==> src/rtl/mips_fetch_hazard_ctrl.sv <==
// mips_fetch_hazard_ctrl
// Pipeline sequencing controller for the 5-stage MIPS core. Arbitrates
// load-use stalls, ID-stage redirects (taken branch / jump) and a
// multi-cycle instruction memory with a ready handshake. It also tracks
// wrong-path fetches that are still outstanding when a redirect happens.
//
// Parameters:
//   WAIT_LIMIT    consecutive not-ready fetch cycles before FetchTimeout (1..255)
// Ports:
//   CLK, RST      clock; synchronous active-high reset
//   ID_EX_MemRead, ID_EX_Rt       load in EX and its destination register
//   IF_ID_Rs, IF_ID_Rt            source registers of the instruction in ID
//   BranchTaken, JumpID           redirect requests resolved in ID
//   IMemReady                     instruction memory returns a word this cycle
//   PCWrite, IF_IDWrite, IF_FLUSH, ID_EX_Bubble   combinational pipeline controls
//   CtrlState                     0 RUN, 1 WAIT, 2 DISCARD
//   FetchTimeout                  sticky fetch timeout flag
// Optional build macro:
//   HAZARD_PERF_CNT_EN            adds StallCount, FlushCount, WaitCount (16-bit, saturating)
module mips_fetch_hazard_ctrl #(
  parameter int unsigned WAIT_LIMIT = 15
) (
  input  logic       CLK,
  input  logic       RST,
  input  logic       ID_EX_MemRead,
  input  logic [4:0] ID_EX_Rt,
  input  logic [4:0] IF_ID_Rs,
  input  logic [4:0] IF_ID_Rt,
  input  logic       BranchTaken,
  input  logic       JumpID,
  input  logic       IMemReady,
  output logic       PCWrite,
  output logic       IF_IDWrite,
  output logic       IF_FLUSH,
  output logic       ID_EX_Bubble,
  output logic [1:0] CtrlState,
  output logic       FetchTimeout
`ifdef HAZARD_PERF_CNT_EN
  ,
  output logic [15:0] StallCount,
  output logic [15:0] FlushCount,
  output logic [15:0] WaitCount
`endif
);

  localparam int unsigned CNT_W = 8;
  localparam int unsigned PERF_W = 16;

  typedef enum logic [1:0] {
    ST_RUN     = 2'd0,
    ST_WAIT    = 2'd1,
    ST_DISCARD = 2'd2
  } state_t;

  state_t             r_state;
  state_t             w_state_nxt;
  logic [CNT_W-1:0]   r_wait_cnt;
  logic [CNT_W-1:0]   w_wait_cnt_nxt;
  logic               r_timeout;
  logic               w_lu;
  logic               w_br;

  // Hazard detection: load in EX writing a register that ID reads
  always_comb begin
    w_lu = ID_EX_MemRead && (ID_EX_Rt != 5'd0) &&
           ((ID_EX_Rt == IF_ID_Rs) || (ID_EX_Rt == IF_ID_Rt));
    w_br = BranchTaken || JumpID;
  end

  // Next-state and control outputs; priority RST > LU > BR > fetch status
  always_comb begin
    w_state_nxt  = r_state;
    PCWrite      = 1'b0;
    IF_IDWrite   = 1'b1;
    IF_FLUSH     = 1'b0;
    ID_EX_Bubble = 1'b0;
    if (RST) begin
      IF_FLUSH     = 1'b1;
      ID_EX_Bubble = 1'b1;
      w_state_nxt  = ST_RUN;
    end else if (w_lu) begin
      // Freeze PC and IF/ID; a concurrent redirect is re-evaluated next cycle
      IF_IDWrite   = 1'b0;
      ID_EX_Bubble = 1'b1;
    end else if (w_br) begin
      PCWrite     = 1'b1;
      IF_FLUSH    = 1'b1;
      // An unfinished fetch is wrong-path and must be drained before RUN
      w_state_nxt = IMemReady ? ST_RUN : ST_DISCARD;
    end else begin
      case (r_state)
        ST_RUN, ST_WAIT: begin
          if (IMemReady) begin
            PCWrite     = 1'b1;
            w_state_nxt = ST_RUN;
          end else begin
            IF_FLUSH    = 1'b1;
            w_state_nxt = ST_WAIT;
          end
        end
        ST_DISCARD: begin
          IF_FLUSH    = 1'b1;
          w_state_nxt = IMemReady ? ST_RUN : ST_DISCARD;
        end
        default: begin
          IF_FLUSH    = 1'b1;
          w_state_nxt = ST_RUN;
        end
      endcase
    end
  end

  // Consecutive not-ready counter, saturating
  always_comb begin
    if (IMemReady) begin
      w_wait_cnt_nxt = '0;
    end else if (r_wait_cnt == {CNT_W{1'b1}}) begin
      w_wait_cnt_nxt = r_wait_cnt;
    end else begin
      w_wait_cnt_nxt = r_wait_cnt + CNT_W'(1);
    end
  end

  // State register, wait counter and sticky timeout
  always_ff @(posedge CLK) begin
    if (RST) begin
      r_state    <= ST_RUN;
      r_wait_cnt <= '0;
      r_timeout  <= 1'b0;
    end else begin
      r_state    <= w_state_nxt;
      r_wait_cnt <= w_wait_cnt_nxt;
      if (w_wait_cnt_nxt == CNT_W'(WAIT_LIMIT)) begin
        r_timeout <= 1'b1;
      end
    end
  end

  assign CtrlState    = r_state;
  assign FetchTimeout = r_timeout;

`ifdef HAZARD_PERF_CNT_EN
  logic [PERF_W-1:0] r_stall_cnt;
  logic [PERF_W-1:0] r_flush_cnt;
  logic [PERF_W-1:0] r_wait_perf;

  // Saturating performance counters
  always_ff @(posedge CLK) begin
    if (RST) begin
      r_stall_cnt <= '0;
      r_flush_cnt <= '0;
      r_wait_perf <= '0;
    end else begin
      if (w_lu && (r_stall_cnt != {PERF_W{1'b1}})) begin
        r_stall_cnt <= r_stall_cnt + PERF_W'(1);
      end
      if (w_br && !w_lu && (r_flush_cnt != {PERF_W{1'b1}})) begin
        r_flush_cnt <= r_flush_cnt + PERF_W'(1);
      end
      if (!IMemReady && (r_wait_perf != {PERF_W{1'b1}})) begin
        r_wait_perf <= r_wait_perf + PERF_W'(1);
      end
    end
  end

  assign StallCount = r_stall_cnt;
  assign FlushCount = r_flush_cnt;
  assign WaitCount  = r_wait_perf;
`endif

endmodule

==> config.mk <==
export PLATFORM = sky130hd
export DESIGN_NAME = mips_fetch_hazard_ctrl
export DESIGN_NICKNAME = d
export VERILOG_FILES = /design/src/rtl/mips_fetch_hazard_ctrl.sv
export SDC_FILE = /design/constraint.sdc
export NUM_CORES = 1
export LEC_CHECK = 0
export CORE_UTILIZATION = 42
export CTS_CLUSTER_DIAMETER = 150
export DETAILED_ROUTE_END_ITERATION = 10
export GPL_TIMING_DRIVEN = 0
export PLACE_DENSITY = 0.77
export SETUP_SLACK_MARGIN = 0.4
export SLEW_MARGIN = 20
export SYNTH_ARGS = -nofsm -noshare
export SYNTH_HDL_FRONTEND = slang
export SYNTH_SLANG_ARGS = --single-unit
==> constraint.sdc <==
create_clock -name CLK -period 2.1 [get_ports CLK]
set_clock_uncertainty 0.2 [all_clocks]
set_input_delay 0.42 -clock CLK [delete_from_list [all_inputs] [get_ports CLK]]
set_output_delay 0.42 -clock CLK [all_outputs]
set_load 0.1 [all_outputs]
==> impl_metrics.env <==
export IMPL_insertion_delay_ns=0.27
export IMPL_cts_tree="yes"
export IMPL_clockBufferDepth=2
export IMPL_violations="negative setup slack"
export IMPL_drive_above_1_share=0.3417
export IMPL_cpLargestDelayFamily="simple AND/OR/NAND/NOR gates"
export IMPL_power_leakage_nw=0.4871
export IMPL_fillers=125
export IMPL_grt_pass1_vias=674
export IMPL_ir_worst_vdd_mv=0.3727
export IMPL_cts_root_buf="clkbuf_4"
export IMPL_grt_antenna_before_repair=0
export IMPL_gp_congestion=0.8295
export IMPL_worst_pin_slew_ns=0.4832
export IMPL_status="complete, but fails checks"
export IMPL_die_y_um=43.35
export IMPL_worstHoldPathType="reg -> reg"
export IMPL_cp_required_ns=1.48
export IMPL_grt_pass1_wl_mm=2.746
export IMPL_cp_cell_sequence="buf_8 > or4_4 > o21ai_4 > nor2_4 > a211oi_4 > buf_12"
export IMPL_die_w_um=43.35
export IMPL_n_antenna_cell=0
export IMPL_synth_ff_type="dfxtp_1"
export IMPL_synth_edf_count=0
export IMPL_ant_nets=0
export IMPL_routedWlPerCell_um=13.33
export IMPL_crit_end="PCWrite"
export IMPL_clock_sinks=11
export IMPL_portBuffers=26
export IMPL_cp_start_kind="primary input"
export IMPL_yosysWarnings=0
export IMPL_routed_wirelength_mm=1.813
export IMPL_crit_path_end_kind="output pin"
export IMPL_wl_met3_um=102
export IMPL_final_util=0.7512
export IMPL_slew_headroom=0.6801
export IMPL_grt_ovfl_total=0
export IMPL_hpwl_mm=1.271
export IMPL_critPathMaxStageDelay_ns=0.53
export IMPL_cts_made_buffers=3
export IMPL_max_freq_mhz=419.9
export IMPL_yosys_top_cells_area="dfxtp_1, xor2_1, nor2_1"
export IMPL_worstHoldStart="FetchTimeout$_SDFFE_PP0N_"
export IMPL_core_area_um2=1559
export IMPL_routed_top_layer="met4"
export IMPL_crit_path_start="ID_EX_Rt[4]"
export IMPL_reg2reg_from="r_wait_cnt[1]$_SDFF_PP0_"
export IMPL_avgSynthCellArea_um2=8.550
export IMPL_power_density_nw_per_um2=468.7
export IMPL_setup_viol=4
export IMPL_arrival_ns=1.76
export IMPL_synth_fp_nets=106
export IMPL_yosysSeqAreaShare=0.3066
export IMPL_synthDistinctLibCells=34
export IMPL_ys_seq_elements=11
export IMPL_drv_cap=0
export IMPL_maxSlewViolCount=0
export IMPL_dp_slack_ns=-1.599
export IMPL_rsz0062_at_grt="true"
export IMPL_hold_ws_ns=0.2759
export IMPL_firstDrtPassIters=4
export IMPL_synth_area_leader_cell="dfxtp_1"
export IMPL_avgViaCountPerCell=5.493
export IMPL_grt_max_degree=11
export IMPL_ys_async_sr_fraction=0
export IMPL_clk_pin_slew_ns=0.07
export IMPL_postSynthCellCount=84
export IMPL_vias=747
export IMPL_drt_iter0_drc=13
export IMPL_start_util=0.4607
export IMPL_fin_crit_ns=2.381
export IMPL_slowest_stage="or4_4"
export IMPL_crit_buf_inv=2
export IMPL_setup_tns_final_ns=-1.011
export IMPL_path_class="in -> out"
export IMPL_wl_met2_um=974
export IMPL_cts_hold_buffers=0
export IMPL_reg2reg_depth=6
export IMPL_area_growth_pct=63.07
export IMPL_crit_cells=6
export IMPL_syn_area_um2=718.2
export IMPL_rows=14
export IMPL_path_max_fanout=4
export IMPL_synthTopCellsByCount="dfxtp_1, xor2_1, nor2_1"
export IMPL_period_share=1.134
export IMPL_timing_rr_end="FetchTimeout$_SDFFE_PP0N_"
export IMPL_drt_met1_wl_um=725
export IMPL_dieArea_um2=1879
export IMPL_fin_ws_ns=-0.2814
export IMPL_remaining_drc_errors=0
export IMPL_hold_viol=0
export IMPL_finalPower_mw=0.5489
export IMPL_r2r_slack_ns=0.40
export IMPL_final_nets=143
export IMPL_ios=28
export IMPL_synth_top_area_share=0.3066
export IMPL_track_usage=0.2021
export IMPL_htree_levels=1
[metal layers]
metal	vias to the layer above	global-route usage
li1	374	-
met1	343	0.2242
met2	27	0.3576
met3	3	0.07500
met4	0	0.06250
met5	-	0
[cells by family after synthesis]
family	Yosys count	synth area share
AND/OR/NAND/NOR	40	0.3258
multiplexers	4	0.06271
flip-flops	11	0.3066
buffers and inverters	3	0.01568
XOR/XNOR	11	0.1341
AO/OA/AOI/OAI	14	0.1376
adder cells (fa/ha/maj)	1	0.01742
[worst min path at each step]
stage | to | slack [ns] | depth (start not counted)
after floorplan | r_wait_cnt[2]$_SDFF_PP0_ | 0.26 | 1
after global placement | FetchTimeout$_SDFFE_PP0N_ | 0.25 | 2
after detailed placement | FetchTimeout$_SDFFE_PP0N_ | 0.27 | 2
after CTS | FetchTimeout$_SDFFE_PP0N_ | 0.28 | 2
after global routing | r_wait_cnt[6]$_SDFF_PP0_ | 0.27 | 2
final | FetchTimeout$_SDFFE_PP0N_ | 0.28 | 2
[report_power, final]
group / total (mW) / internal (mW) / switching [mW]
clock network: 0.147 / 0.0736 / 0.0738
logic: 0.183 / 0.0787 / 0.105
registers: 0.218 / 0.213 / 0.00480
[layout make-up]
class,count,area (um^2),share of cell area
multi-input combinational,70,566.8,0.4840
timing repair buffer,32,325.3,0.2778
sequential,11,221.5,0.1891
clock buffer,4,26.28,0.02244
tap,16,20.02,0.01709
buffer,2,7.507,0.006410
inverter,1,3.754,0.003205
[state kept, by name, summed over array words and instances, names as in the netlist]
signal and cells:
CtrlState 2, FetchTimeout 1, r_wait_cnt 8
[cell usage in the layout, fill, tap and decap left out, types with 3 or more instances in the layout]
| cell type | netlist | routed |
|---|---|---|
| dfxtp_1 | 11 | 10 |
| xor2_1 | 11 | 11 |
| clkbuf_4 | 0 | 4 |
| mux2i_1 | 3 | 3 |
| a31oi_1 | 4 | 4 |
| o21ai_0 | 4 | 3 |
| buf_2 | 0 | 3 |
| nand2_1 | 3 | 3 |
| clkbuf_1 | 2 | 3 |
| buf_12 | 0 | 4 |
| nor3_2 | 0 | 3 |
| and3_4 | 1 | 3 |
| buf_4 | 0 | 6 |
| nor2_1 | 9 | 9 |
| dlygate4sd2_1 | 0 | 8 |
| nand2b_1 | 4 | 4 |
[per-stage QoR]
stage | instance area (um^2) | instances
3_3_place_gp | 1035 | 126
4_1_cts | 1127 | 134
2_1_floorplan | 754.5 | 84
3_5_place_dp | 1035 | 126
5_1_grt | 1171 | 136
6_report | 1171 | 136
[worst reg2reg max path, cell delays in order, from the launching register on]
cell	delay (ns)
dfxtp_1	0.37
ha_2	0.22
and3_4	0.22
nand3_1	0.10
nor3b_2	0.21
nor3_1	0.08
o31ai_2	0.23
[what timing repair did]
action,4_1_cts,5_1_grt
pin swaps,10,6
gates resized for setup,90,15
buffers inserted,4,2
gates cloned,0,0
endpoints found under the setup margin,10,14
Power figures use the tool's default switching activity.
